==> src/rtl/crc_stream_if.sv <==
// Beat stream in, CRC result out: the handshake bundle around crc_stream.
// The master drives beats and result-ready; the slave is the CRC engine.
interface crc_stream_if #(
   parameter int DATA_W = 8,
   parameter int CRC_W  = 16,
   parameter int LEN_W  = 16
);
   logic              in_valid;
   logic              in_ready;
   logic [DATA_W-1:0] in_data;
   logic              in_first;
   logic              in_last;
   logic              crc_valid;
   logic              crc_ready;
   logic [CRC_W-1:0]  crc_out;
   logic [LEN_W-1:0]  crc_len;
   logic              proto_err;

   modport master (
      output in_valid, in_data, in_first, in_last, crc_ready,
      input  in_ready, crc_valid, crc_out, crc_len, proto_err
   );

   modport slave (
      input  in_valid, in_data, in_first, in_last, crc_ready,
      output in_ready, crc_valid, crc_out, crc_len, proto_err
   );
endinterface

==> src/rtl/crc_stream.sv <==
// Streaming CRC engine: folds DATA_W bits per accepted beat into the running
// remainder and posts the final CRC plus beat count on a held result port.
module crc_stream #(
   parameter int               DATA_W      = 8,
   parameter int               CRC_W       = 16,
   parameter logic [CRC_W-1:0] POLY        = 16'h1021,
   parameter logic [CRC_W-1:0] INIT        = 16'hFFFF,
   parameter logic [CRC_W-1:0] XOR_OUT     = 16'h0000,
   parameter bit               REFLECT_IN  = 1'b0,
   parameter bit               REFLECT_OUT = 1'b0,
   parameter int               LEN_W       = 16
) (
   input logic         clk,
   input logic         rst,
   crc_stream_if.slave bus
);

   typedef enum logic {S_IDLE, S_OPEN} state_t;

   state_t            state_q, state_d;
   logic [CRC_W-1:0]  rem_q, rem_d;
   logic [LEN_W-1:0]  cnt_q, cnt_d;
   logic              valid_q, valid_d;
   logic [CRC_W-1:0]  crc_q, crc_d;
   logic [LEN_W-1:0]  len_q, len_d;
   logic              err_q, err_d;

   logic              accept, start;
   logic [DATA_W-1:0] beat;
   logic [CRC_W-1:0]  folded;
   logic [LEN_W-1:0]  cnt_n;

   function automatic logic [DATA_W-1:0] rev_data(input logic [DATA_W-1:0] x);
      logic [DATA_W-1:0] r;
      for (int i = 0; i < DATA_W; i++) r[i] = x[DATA_W-1-i];
      return r;
   endfunction

   function automatic logic [CRC_W-1:0] rev_crc(input logic [CRC_W-1:0] x);
      logic [CRC_W-1:0] r;
      for (int i = 0; i < CRC_W; i++) r[i] = x[CRC_W-1-i];
      return r;
   endfunction

   // MSB-first bit-serial division, unrolled across the whole beat.
   function automatic logic [CRC_W-1:0] fold(input logic [CRC_W-1:0] seed,
                                             input logic [DATA_W-1:0] d);
      logic [CRC_W-1:0] r;
      logic             fb;
      r = seed;
      for (int i = DATA_W - 1; i >= 0; i--) begin
         fb = r[CRC_W-1] ^ d[i];
         r  = {r[CRC_W-2:0], 1'b0} ^ (fb ? POLY : '0);
      end
      return r;
   endfunction

   assign bus.in_ready  = !valid_q | bus.crc_ready;
   assign bus.crc_valid = valid_q;
   assign bus.crc_out   = crc_q;
   assign bus.crc_len   = len_q;
   assign bus.proto_err = err_q;

   // NOTE: every *_d gets its hold value first so no path through this block infers a latch.
   always_comb begin
      state_d = state_q;
      rem_d   = rem_q;
      cnt_d   = cnt_q;
      valid_d = valid_q;
      crc_d   = crc_q;
      len_d   = len_q;
      err_d   = 1'b0;

      accept = bus.in_valid & bus.in_ready;
      start  = bus.in_first | (state_q == S_IDLE);
      beat   = REFLECT_IN ? rev_data(bus.in_data) : bus.in_data;
      folded = fold(start ? INIT : rem_q, beat);
      cnt_n  = start ? LEN_W'(1)
                     : ((&cnt_q) ? cnt_q : cnt_q + LEN_W'(1));

      if (valid_q && bus.crc_ready) valid_d = 1'b0;

      if (accept) begin
         // A first beat inside an open frame, or a non-first beat with no frame open.
         err_d = (bus.in_first == (state_q == S_OPEN));
         if (bus.in_last) begin
            crc_d   = (REFLECT_OUT ? rev_crc(folded) : folded) ^ XOR_OUT;
            len_d   = cnt_n;
            valid_d = 1'b1;
            rem_d   = INIT;
            cnt_d   = '0;
            state_d = S_IDLE;
         end else begin
            rem_d   = folded;
            cnt_d   = cnt_n;
            state_d = S_OPEN;
         end
      end
   end

   // NOTE: state registers use non-blocking assignments so all flops update from pre-edge values.
   always_ff @(posedge clk or posedge rst) begin
      if (rst) begin
         state_q <= S_IDLE;
         rem_q   <= INIT;
         cnt_q   <= '0;
         valid_q <= 1'b0;
         crc_q   <= '0;
         len_q   <= '0;
         err_q   <= 1'b0;
      end else begin
         state_q <= state_d;
         rem_q   <= rem_d;
         cnt_q   <= cnt_d;
         valid_q <= valid_d;
         crc_q   <= crc_d;
         len_q   <= len_d;
         err_q   <= err_d;
      end
   end

endmodule

==> src/flat_wrapper.sv <==
// flat-port wrapper written by rule: the top's interface ports become plain ports
module crc_stream_flat 
#(
   parameter int               DATA_W      = 8,
   parameter int               CRC_W       = 16,
   parameter logic [CRC_W-1:0] POLY        = 16'h1021,
   parameter logic [CRC_W-1:0] INIT        = 16'hFFFF,
   parameter logic [CRC_W-1:0] XOR_OUT     = 16'h0000,
   parameter bit               REFLECT_IN  = 1'b0,
   parameter bit               REFLECT_OUT = 1'b0,
   parameter int               LEN_W       = 16
)
  (clk, rst, bus_in_valid, bus_in_data, bus_in_first, bus_in_last, bus_crc_ready, bus_in_ready, bus_crc_valid, bus_crc_out, bus_crc_len, bus_proto_err);
  crc_stream_if #(.DATA_W(DATA_W), .CRC_W(CRC_W), .LEN_W(LEN_W)) bus_i ();
  input logic clk;
  input logic rst;
  input wire logic [$bits(bus_i.in_valid)-1:0] bus_in_valid;
  input wire logic [$bits(bus_i.in_data)-1:0] bus_in_data;
  input wire logic [$bits(bus_i.in_first)-1:0] bus_in_first;
  input wire logic [$bits(bus_i.in_last)-1:0] bus_in_last;
  input wire logic [$bits(bus_i.crc_ready)-1:0] bus_crc_ready;
  output wire logic [$bits(bus_i.in_ready)-1:0] bus_in_ready;
  output wire logic [$bits(bus_i.crc_valid)-1:0] bus_crc_valid;
  output wire logic [$bits(bus_i.crc_out)-1:0] bus_crc_out;
  output wire logic [$bits(bus_i.crc_len)-1:0] bus_crc_len;
  output wire logic [$bits(bus_i.proto_err)-1:0] bus_proto_err;
  assign bus_i.in_valid = bus_in_valid;
  assign bus_i.in_data = bus_in_data;
  assign bus_i.in_first = bus_in_first;
  assign bus_i.in_last = bus_in_last;
  assign bus_i.crc_ready = bus_crc_ready;
  assign bus_in_ready = bus_i.in_ready;
  assign bus_crc_valid = bus_i.crc_valid;
  assign bus_crc_out = bus_i.crc_out;
  assign bus_crc_len = bus_i.crc_len;
  assign bus_proto_err = bus_i.proto_err;
  crc_stream #(.DATA_W(DATA_W), .CRC_W(CRC_W), .POLY(POLY), .INIT(INIT), .XOR_OUT(XOR_OUT), .REFLECT_IN(REFLECT_IN), .REFLECT_OUT(REFLECT_OUT), .LEN_W(LEN_W)) u_core (.clk(clk), .rst(rst), .bus(bus_i));
endmodule
==> config.mk <==
export PLATFORM = sky130hd
export DESIGN_NAME = crc_stream_flat
export DESIGN_NICKNAME = d
export VERILOG_FILES = /design/src/rtl/crc_stream_if.sv /design/src/rtl/crc_stream.sv /design/src/flat_wrapper.sv
export SDC_FILE = /design/constraint.sdc
export NUM_CORES = 1
export LEC_CHECK = 0
export ABC_AREA = 1
export CORE_ASPECT_RATIO = 0.75
export CORE_MARGIN = 3
export CORE_UTILIZATION = 45
export CTS_BUF_LIST = sky130_fd_sc_hd__clkbuf_8
export DETAILED_ROUTE_END_ITERATION = 12
export PLACE_DENSITY = 0.76
export SLEW_MARGIN = 20
export SYNTH_ARGS = -nofsm -noshare
export SYNTH_HDL_FRONTEND = slang
export SYNTH_SLANG_ARGS = --single-unit
==> constraint.sdc <==
create_clock -name clk -period 1.8 [get_ports clk]
set_input_delay 0.18 -clock clk [delete_from_list [all_inputs] [get_ports clk]]
set_output_delay 0.18 -clock clk [all_outputs]
set_load 0.02 [all_outputs]
=== Word level (Yosys, flattened, before mapping) ===
Index checks and enable logic that the tools add are counted.
Widths: inputs -> output; s select.

* Flip-flop bits (word level): 67
* Output and inout bits: 35

* Add/sub/neg operators: 1
* Equal/unequal tests: 1
* Mux-type cells: 18
* Bitwise gates (word level): 20
* Reduce and logical (&&, ||, !) cells: 4

{| class="wikitable"
|+ Operator list
! operator !! count
|-
| $xor 16x16->16 || 8
|-
| $mux 13 || 8
|-
| $mux 16 || 5
|-
| $add 16x1->16 const B || 1
|-
| $reduce_and 16->1 || 1
|-
| $xor 1x1->1 || 8
|-
| $mux 1 || 5
|-
| $or 1x1->1 || 2
|-
| $reduce_and 2->1 || 1
|-
| $and 1x1->1 || 1
|-
| $eq 1x1->1 || 1
|-
| $logic_and 1x1->1 || 1
|-
| $logic_not 1->1 || 1
|-
| $not 1->1 || 1
|}

=== Longest topological paths before layout ===
Gate-level depths: netlist (run 1).

* Depth in word-level cells: 28
* Depth in mapped cells: 14
* Depth with buffers taken out: 12

=== Worst setup path after synthesis (run 1) ===
No wires, ideal clock.

* Kind: reg-to-reg
* Start point: register u_core.valid_q, in the netlist u_core.bus.crc_valid
* End point: register u_core.len_q[1], in the netlist u_core.bus.crc_len[1]
* Setup time: 118 ps
* Data arrival time: 1457 ps
* Data required time: 1682 ps
* Setup slack: 225 ps
* Cell stages (with the launch flop): 9
* Path buffers: 2
* Cells stage by stage: dfrtp_1 -> nand2_1 -> nand2_1 -> inv_2 -> nand2_1 -> buf_2 -> buf_2 -> nand2_1 -> nand2_1

* Cells in the longest elaborated chain, start to end: 4

{| class="wikitable"
|+ RTL lines
! element !! line !! source
|-
| start: declaration || crc_stream.sv:23 || <nowiki>logic valid_q, valid_d;</nowiki>
|-
| start signal: assignment || crc_stream.sv:115 || <nowiki>valid_q <= valid_d;</nowiki>
|-
| $logic_not 1->1 || crc_stream.sv:58 || <nowiki>assign bus.in_ready = !valid_q | bus.crc_ready;</nowiki>
|-
| $or 1x1->1 || crc_stream.sv:58 ||
|-
| via bus_in_ready || flat_wrapper.sv:22 || <nowiki>output wire logic [$bits(bus_i.in_ready)-1:0] bus_in_ready;</nowiki>
|-
| $and 1x1->1 || crc_stream.sv:74 || <nowiki>accept = bus.in_valid & bus.in_ready;</nowiki>
|-
| $reduce_and 2->1 (no line) || -- ||
|-
| end signal: assignment || crc_stream.sv:117 || <nowiki>len_q <= len_d;</nowiki>
|-
| end: declaration || crc_stream.sv:25 || <nowiki>logic [LEN_W-1:0] len_q, len_d;</nowiki>
|}

The timed path passes the listed nets, and every way through them passes these cells.
A chain may end at the register's enable or synchronous reset.

=== Worst setup path in the final report (run 1) ===
* Start point: register u_core.cnt_q[1]
* End point: register u_core.len_q[1], in the netlist u_core.bus.crc_len[1]

* Cells in the longest elaborated chain, start to end: 3
* Elaborated cells on any way between the ends: 4

{| class="wikitable"
|+ RTL lines
! element !! line !! source
|-
| start: declaration || crc_stream.sv:22 || <nowiki>logic [LEN_W-1:0] cnt_q, cnt_d;</nowiki>
|-
| start signal: assignment || crc_stream.sv:114 || <nowiki>cnt_q <= cnt_d;</nowiki>
|-
| $add 16x1->16 / $reduce_and 16->1 (equally long branches) || crc_stream.sv:79 || <nowiki>: ((&cnt_q) ? cnt_q : cnt_q + LEN_W'(1));</nowiki>
|-
| $mux 16 (*) || crc_stream.sv:79 ||
|-
| $mux 16 (*) || crc_stream.sv:78 || <nowiki>cnt_n = start ? LEN_W'(1)</nowiki>
|}

Mark *: on every way between the ends. The rest lies on a longest branch, timed or not.

==> metrics.cfg, run 1 <==
[status]
status = complete, no violations

[timing]
setup_violations = 0
max_slew.worst_pin.slew_ns = 0.353
rsz0062_at_grt = false
skew_ns = 0.0104
layout_min_cycle_time_ns = 1.72
max_clock_freq_ghz = 0.582
slew_headroom_pct = 76.5
hold_viol_final = 0
report.final.slew_viol_count = 0
setup_tns_ns = 0
finalCritPeriodShare_pct = 95.4

[synthesis]
synth.top_cell.area_share_pct = 35.4
syn_avg_cell_area_sq_um = 7.42
synthCells = 486
synth_ff_type = dfrtp_1
synth_nets = 502
yosysTopAreaCell = dfrtp_1
synth-seq-area-share_pct = 47.1
synth_edf_count = 0
netlist_top_cells_area = dfrtp_1 35%, nand2_1 20%, dfstp_2 12%
ys_ff_latch = 67
yosys.cell_types.count = 30
syn_area_sq_um = 3600
async_flop_share_pct = 100
yosysMostFrequentCell = nand2_1
synthTopCellsByCount = 188 x nand2_1, 58 x inv_1, 57 x nand3_1
ys_warn_count = 0

[global_routing]
first_global_vias = 3194
grt_pass1_wl_mm = 15.6
grt_max_degree = 68
antenna_found_initial = 0
grt_usage_pct = 21.4
overflow = 0

[cts]
cts_hold_buffers = 0
cts_sinks = 67
post-cts-setup-buffers = 0
numCtsBuffers = 9
htreeDepth = 3
ctsRootBufferMaster = clkbuf_8
path_clk_slew_ns = 0.08
cts_tree = yes
clock_latency_ns = 0.35
clockBufferDepth = 2

[power_and_ir_drop]
p_total_mw = 3.94
peakVddDrop_v = 0.000419
power_density_nw_per_um2 = 856
p_leak_nw = 2.36

[route]
dr.pass1.iters = 5
dr.first_iter.drc_count = 281
ant_nets = 0
wirelength_mm = 9.15
dr_total_vias = 3328
drc = 0
wl_per_cell_microns = 13.8
routed_via_density = 5.03

[finish]
drive_above_1_share_pct = 16.3
n_antenna_cell = 0
fin_cells = 661
nets = 571
regArea_sq_um = 1700
multi_input_area_sq_um = 1610
finalInstanceArea_sq_um = 4600
area_growth_syn_to_layout_pct = 27.6
fill_cells = 689

[placed_design]
dp_cells = 645
place_congestion = 0.915
dpl_cell_area_sq_um = 4350
portBuffers = 48
dp_hpwl_mm = 6.62

[critical_path]
crit_chain = ha_2 > nand2_2 > nor2_4 > nand2_4 > nor2_8 > buf_4 > nand3b_1 > nand4_1 > nand2_1
cp_max_fo = 6
path_class = reg -> reg
cpPeakStageDelay_ns = 0.41
cpLargestDelayFamily = simple AND/OR/NAND/NOR gates
critPathRequiredTime_ns = 2.03
cp-start-kind = flop
crit_slowest_cell = dfrtp_2
rrSetupSlack_ns = 0.08
critPathBufInv = 1
worstPathArrival_ns = 1.95
cp-end-kind = flop
crit_path_start = u_core.cnt_q[1]
reg2reg_from = u_core.cnt_q[1]

[die]
rows = 27
die_h_microns = 83.5
start_util_pct = 47.6
dieArea_sq_um = 9130
core_area_sq_um = 7570
ios = 49
die_width_microns = 109

[flow_run]
drv_cap = 0

[min_path]
hp-class = in -> async

[final timing paths]
path / end / depth (start not counted)
max: u_core.bus.crc_len[1] / 9
min: u_core.bus.crc_len[14] / 3
max reg2reg: u_core.bus.crc_len[1] / 9
min reg2reg: u_core.bus.crc_len[8] / 2
max in group asynchronous: u_core.rem_q[13] / 3
min in group clk: u_core.bus.crc_valid / 4
[stage by stage]
step                      utilization [%]  setup WS, ns  hold WS, ns
after detailed placement             57.5        -0.253        0.466
after CTS                            60.3        0.0347        0.276
final                                60.8        0.0826        0.264
after global routing                 60.8       0.00238        0.281
after global placement               57.5        -0.190        0.462
after floorplan                         -         0.225        0.324
[registers in the layout, indices dropped and copies added, names as in the netlist]
register              count
u_core.bus.crc_len       16
u_core.bus.crc_out       16
u_core.cnt_q             16
u_core.rem_q             16
u_core.bus.crc_valid      1
u_core.bus.proto_err      1
u_core.state_q            1
[power by group]
group,switching (mW),leakage [nW],total (mW),internal [mW]
clock network,0.599,0.0978,1.32,0.717
registers,0.0771,0.847,1.76,1.68
logic,0.502,1.42,0.863,0.362
total,1.18,2.36,3.94,2.76
[placed cells by master (no fill, tap or decap), drive strengths merged, types with 2 or more instances in the layout]
cell type	n
clkdlybuf4s50	48
a21oi	6
nor2	31
nand3	62
or2	3
dfrtp	51
clkinvlp	5
inv	59
buf	28
dfstp	16
o21ai	20
ha	2
nand4	8
nand2	193
nand3b	7
clkbuf	11
o22ai	2
xor2	3
[logic make-up (layout without fill, tap and decap cells)]
kind of cell / count (synthesis) / in the layout / share of synthesized area [%]
adders and majority gates: 2 / 2 / 0.694
DFF: 67 / 67 / 47.1
and+or+nand+nor: 305 / 305 / 37.9
AOI/OAI and AO/OA: 29 / 29 / 4.27
xor gates and xnor gates: 4 / 4 / 0.972
buffers and inverters: 79 / 153 / 9.06
[final cells by class]
class / count / area share [%]
flip-flops and latches: 67 / 36.9
clock buffers: 11 / 3.29
clock inverters: 5 / 1.33
well taps: 101 / 2.75
multi-input cells: 340 / 35.0
inverters: 61 / 5.14
repair buffers: 76 / 15.6
[timing repair]
action | 4_1_cts | 5_1_grt
endpoints found under the hold margin | 0 | 0
resized for setup | 0 | 12
setup endpoints to repair | 0 | 22
[worst reg2reg max path, delay by kind of cell, from the launching register on]
| kind | cells | cell delay [ns] |
|---|---|---|
| and+or+nand+nor | 7 | 0.83 |
| buffers and inverters | 1 | 0.16 |
| adders and majority gates | 1 | 0.22 |
| DFF | 1 | 0.41 |
[per-layer routing]
metal / global-route usage, % / wire length [microns] / vias to the layer above
met2: 29.8 / 3790 / 133
met3: 4.18 / 660 / 17
met5: 0 / 0 / -
met4: 7.81 / 173 / 0
li1: - / - / 1649
met1: 32.8 / 4520 / 1529
Power figures use the tool's default switching activity.
==> run 2, diff against run 1 <==
CORE_MARGIN = not set   (was 3)
GPL_TIMING_DRIVEN = 0   (was not set)
TNS_END_PERCENT = 5   (was not set)
==> run 2 against run 1 <==
- sequential power barely moved
- non-clock buffer count fell by 2
- maximum frequency rose by 1.0%
- power fell by 5.3%
- combinational power fell by 2%
- worst hold slack got worse by 0.11 ns
- critical path type unchanged
- largest power group unchanged
==> metrics.cfg, run 2 (same netlist as run 1, synthesis figures left out) <==
[route]
wirelength_mm = 9.31  ; +1.8%
wl_per_cell_microns = 14.1  ; +2.1%
drc = 0  ; unchanged
dr_total_vias = 3429  ; +3.0%
routed_via_density = 5.20  ; +3.3%
ant_nets = 0  ; unchanged
dr.pass1.iters = 5  ; unchanged
dr.first_iter.drc_count = 270  ; -3.9%

[cts]
ctsRootBufferMaster = clkbuf_8
cts_sinks = 67  ; unchanged
clock_latency_ns = 0.36  ; about the same
cts_hold_buffers = 0  ; unchanged
numCtsBuffers = 9  ; unchanged
htreeDepth = 3  ; unchanged
cts_tree = yes
clockBufferDepth = 2  ; unchanged
path_clk_slew_ns = 0.08  ; about the same

[global_routing]
grt_usage_pct = 24.0  ; +2.5 points
grt_max_degree = 34  ; -50%
grt_pass1_wl_mm = 15.2  ; -2.3%
overflow = 0  ; unchanged
antenna_found_initial = 0  ; unchanged
first_global_vias = 3061  ; -4.2%

[power_and_ir_drop]
p_sw_mw = 1.18  ; +0.12%
switching_share_pct = 31.6  ; +1.7 points
power_density_nw_per_um2 = 820  ; -4.2%
p_int_mw = 2.55  ; -7.6%
p_comb_share_pct = 22.8  ; +0.9 points
peakVddDrop_v = 0.000428  ; +2.2%
seq_power_share_pct = 47.1  ; +2.4 points
p_total_mw = 3.73  ; -5.3%
pwr-share-clk_pct = 30.1  ; -3.3 points
p_leak_nw = 2.37  ; +0.26%

[critical_path]
cp-end-kind = flop
crit_chain = ha_1 > buf_6 > buf_6 > nand2_1 > nand2_1 > nand2_2 > inv_1 > nand2_2 > nand2_2 > nand2_1 > nand2_1 > nand2_1 > nand2_1
crit_slowest_cell = dfrtp_1
path_class = reg -> reg
cp_max_fo = 10  ; +4
cpPeakStageDelay_ns = 0.39  ; -0.02 ns
cp_common_cell = nand2_1
critPathRequiredTime_ns = 2.05  ; +0.02 ns
cp-start-kind = flop
worstPathArrival_ns = 1.95  ; about the same

[placed_design]
place_congestion = 0.928  ; +1.4%
dp_hpwl_mm = 6.78  ; +2.4%
portBuffers = 48  ; unchanged
dp_cells = 637  ; -1.2%

[flow_run]
drv_cap = 0  ; unchanged

[die]
die_h_microns = 79.5  ; -4.8%
ios = 49  ; unchanged
core_area_sq_um = 7530  ; -0.45%
start_util_pct = 47.8  ; +0.21 points
rows = 27  ; unchanged
dieArea_sq_um = 8380  ; -8.3%
die_width_microns = 105  ; -3.7%

[status]
status = complete, no violations

[min_path]
hp-class = in -> async

[timing]
max_slew.worst_pin.slew_ns = 0.489  ; +0.136 ns
report.final.slew_viol_count = 0  ; unchanged
setup_violations = 0  ; unchanged
setup_tns_ns = 0  ; unchanged
layout_min_cycle_time_ns = 1.70  ; -0.0177 ns
max_clock_freq_ghz = 0.588  ; +1.0%
hold_viol_final = 0  ; unchanged
slew_headroom_pct = 67.4  ; -9.1 points
finalCritPeriodShare_pct = 94.4  ; -0.98 points
skew_ns = 0.0121  ; +0.00167 ns

[finish]
final_common_cell = nand2_1
fin_cells = 659  ; -0.30%
n_antenna_cell = 0  ; unchanged
nets = 569  ; -0.35%
drive_above_1_share_pct = 16.5  ; +0.24 points
final_cell_mix = 176 x nand2_1, 59 x inv_1, 57 x nand3_1
area_growth_syn_to_layout_pct = 26.2

-- run 2: changes by cell type in the layout (fill, tap and decap cells not counted), sizes merged --
cell / previous run / this run
clkinvlp: 5 / 2
clkbuf: 11 / 14
buf: 28 / 22
clkinv: 1 / 4
bufinv: 1 / 0
inv: 59 / 61
-- run 2: power groups by stage --
stage	combinational, mW	sequential (mW)	clock (mW)
final	0.850	1.76	1.12
after global routing	0.935	1.78	1.20
after CTS	0.813	1.75	1.13
after detailed placement	0.807	1.78	0
after global placement	0.776	1.77	0
after floorplan	0.367	1.88	0
-- run 2: path summary, 6_finish.rpt --
kind / startpoint / to / slack, ns / cells past startpoint
worst min register to register: u_core.bus.crc_out[12] / u_core.bus.crc_out[12] / 0.48 / 2
min in group clk: bus_crc_ready / u_core.bus.crc_valid / 0.44 / 4
max in group asynchronous: rst / u_core.rem_q[6] / 0.91 / 4
worst max-delay path: u_core.state_q / u_core.bus.crc_out[7] / 0.10 / 13
worst max register to register: u_core.state_q / u_core.bus.crc_out[7] / 0.10 / 13
worst min-delay path: rst / u_core.bus.crc_len[14] / 0.16 / 2
-- run 2: stage by stage --
step	setup slack (ns)	cell area (sq um)	hold slack, ns	utilization, %
2_1_floorplan	0.225	3610	0.324	-
3_3_place_gp	-0.281	4220	0.462	56.0
3_5_place_dp	-0.292	4260	0.466	56.6
4_1_cts	0.00582	4440	0.171	58.9
5_1_grt	-0.0188	4550	0.184	60.4
6_report	0.100	4550	0.158	60.4
-- run 2: area by class of cell --
cell class | count | area [sq um]
clock inverters | 6 | 35.0
repair buffers | 56 | 573
flip-flops and latches | 67 | 1700
multi-input cells | 340 | 1630
plain buffers | 18 | 109
inverters | 61 | 236
fillers | 666 | 2990
well taps | 101 | 126
clock buffers | 10 | 138
-- run 2: critical path, delay by kind of cell (launching register included) --
| kind | cells | cell delay, ns |
|---|---|---|
| and+or+nand+nor | 9 | 0.66 |
| DFF | 1 | 0.39 |
| buffers and inverters | 3 | 0.33 |
| adders and majority gates | 1 | 0.19 |
-- run 2: timing repair --
item,4_1_cts,5_1_grt
gates cloned,0,0
setup endpoints to repair,1,42
gates resized for setup,1,23
pin swaps,0,2
setup buffers,0,6
endpoints found under the hold margin,0,0
-- run 2: metal layers --
layer	wire length, microns	track usage, %
met1	4400	34.6
met2	4070	35.1
met5	0	0
met3	698	5.63
met4	144	8.31
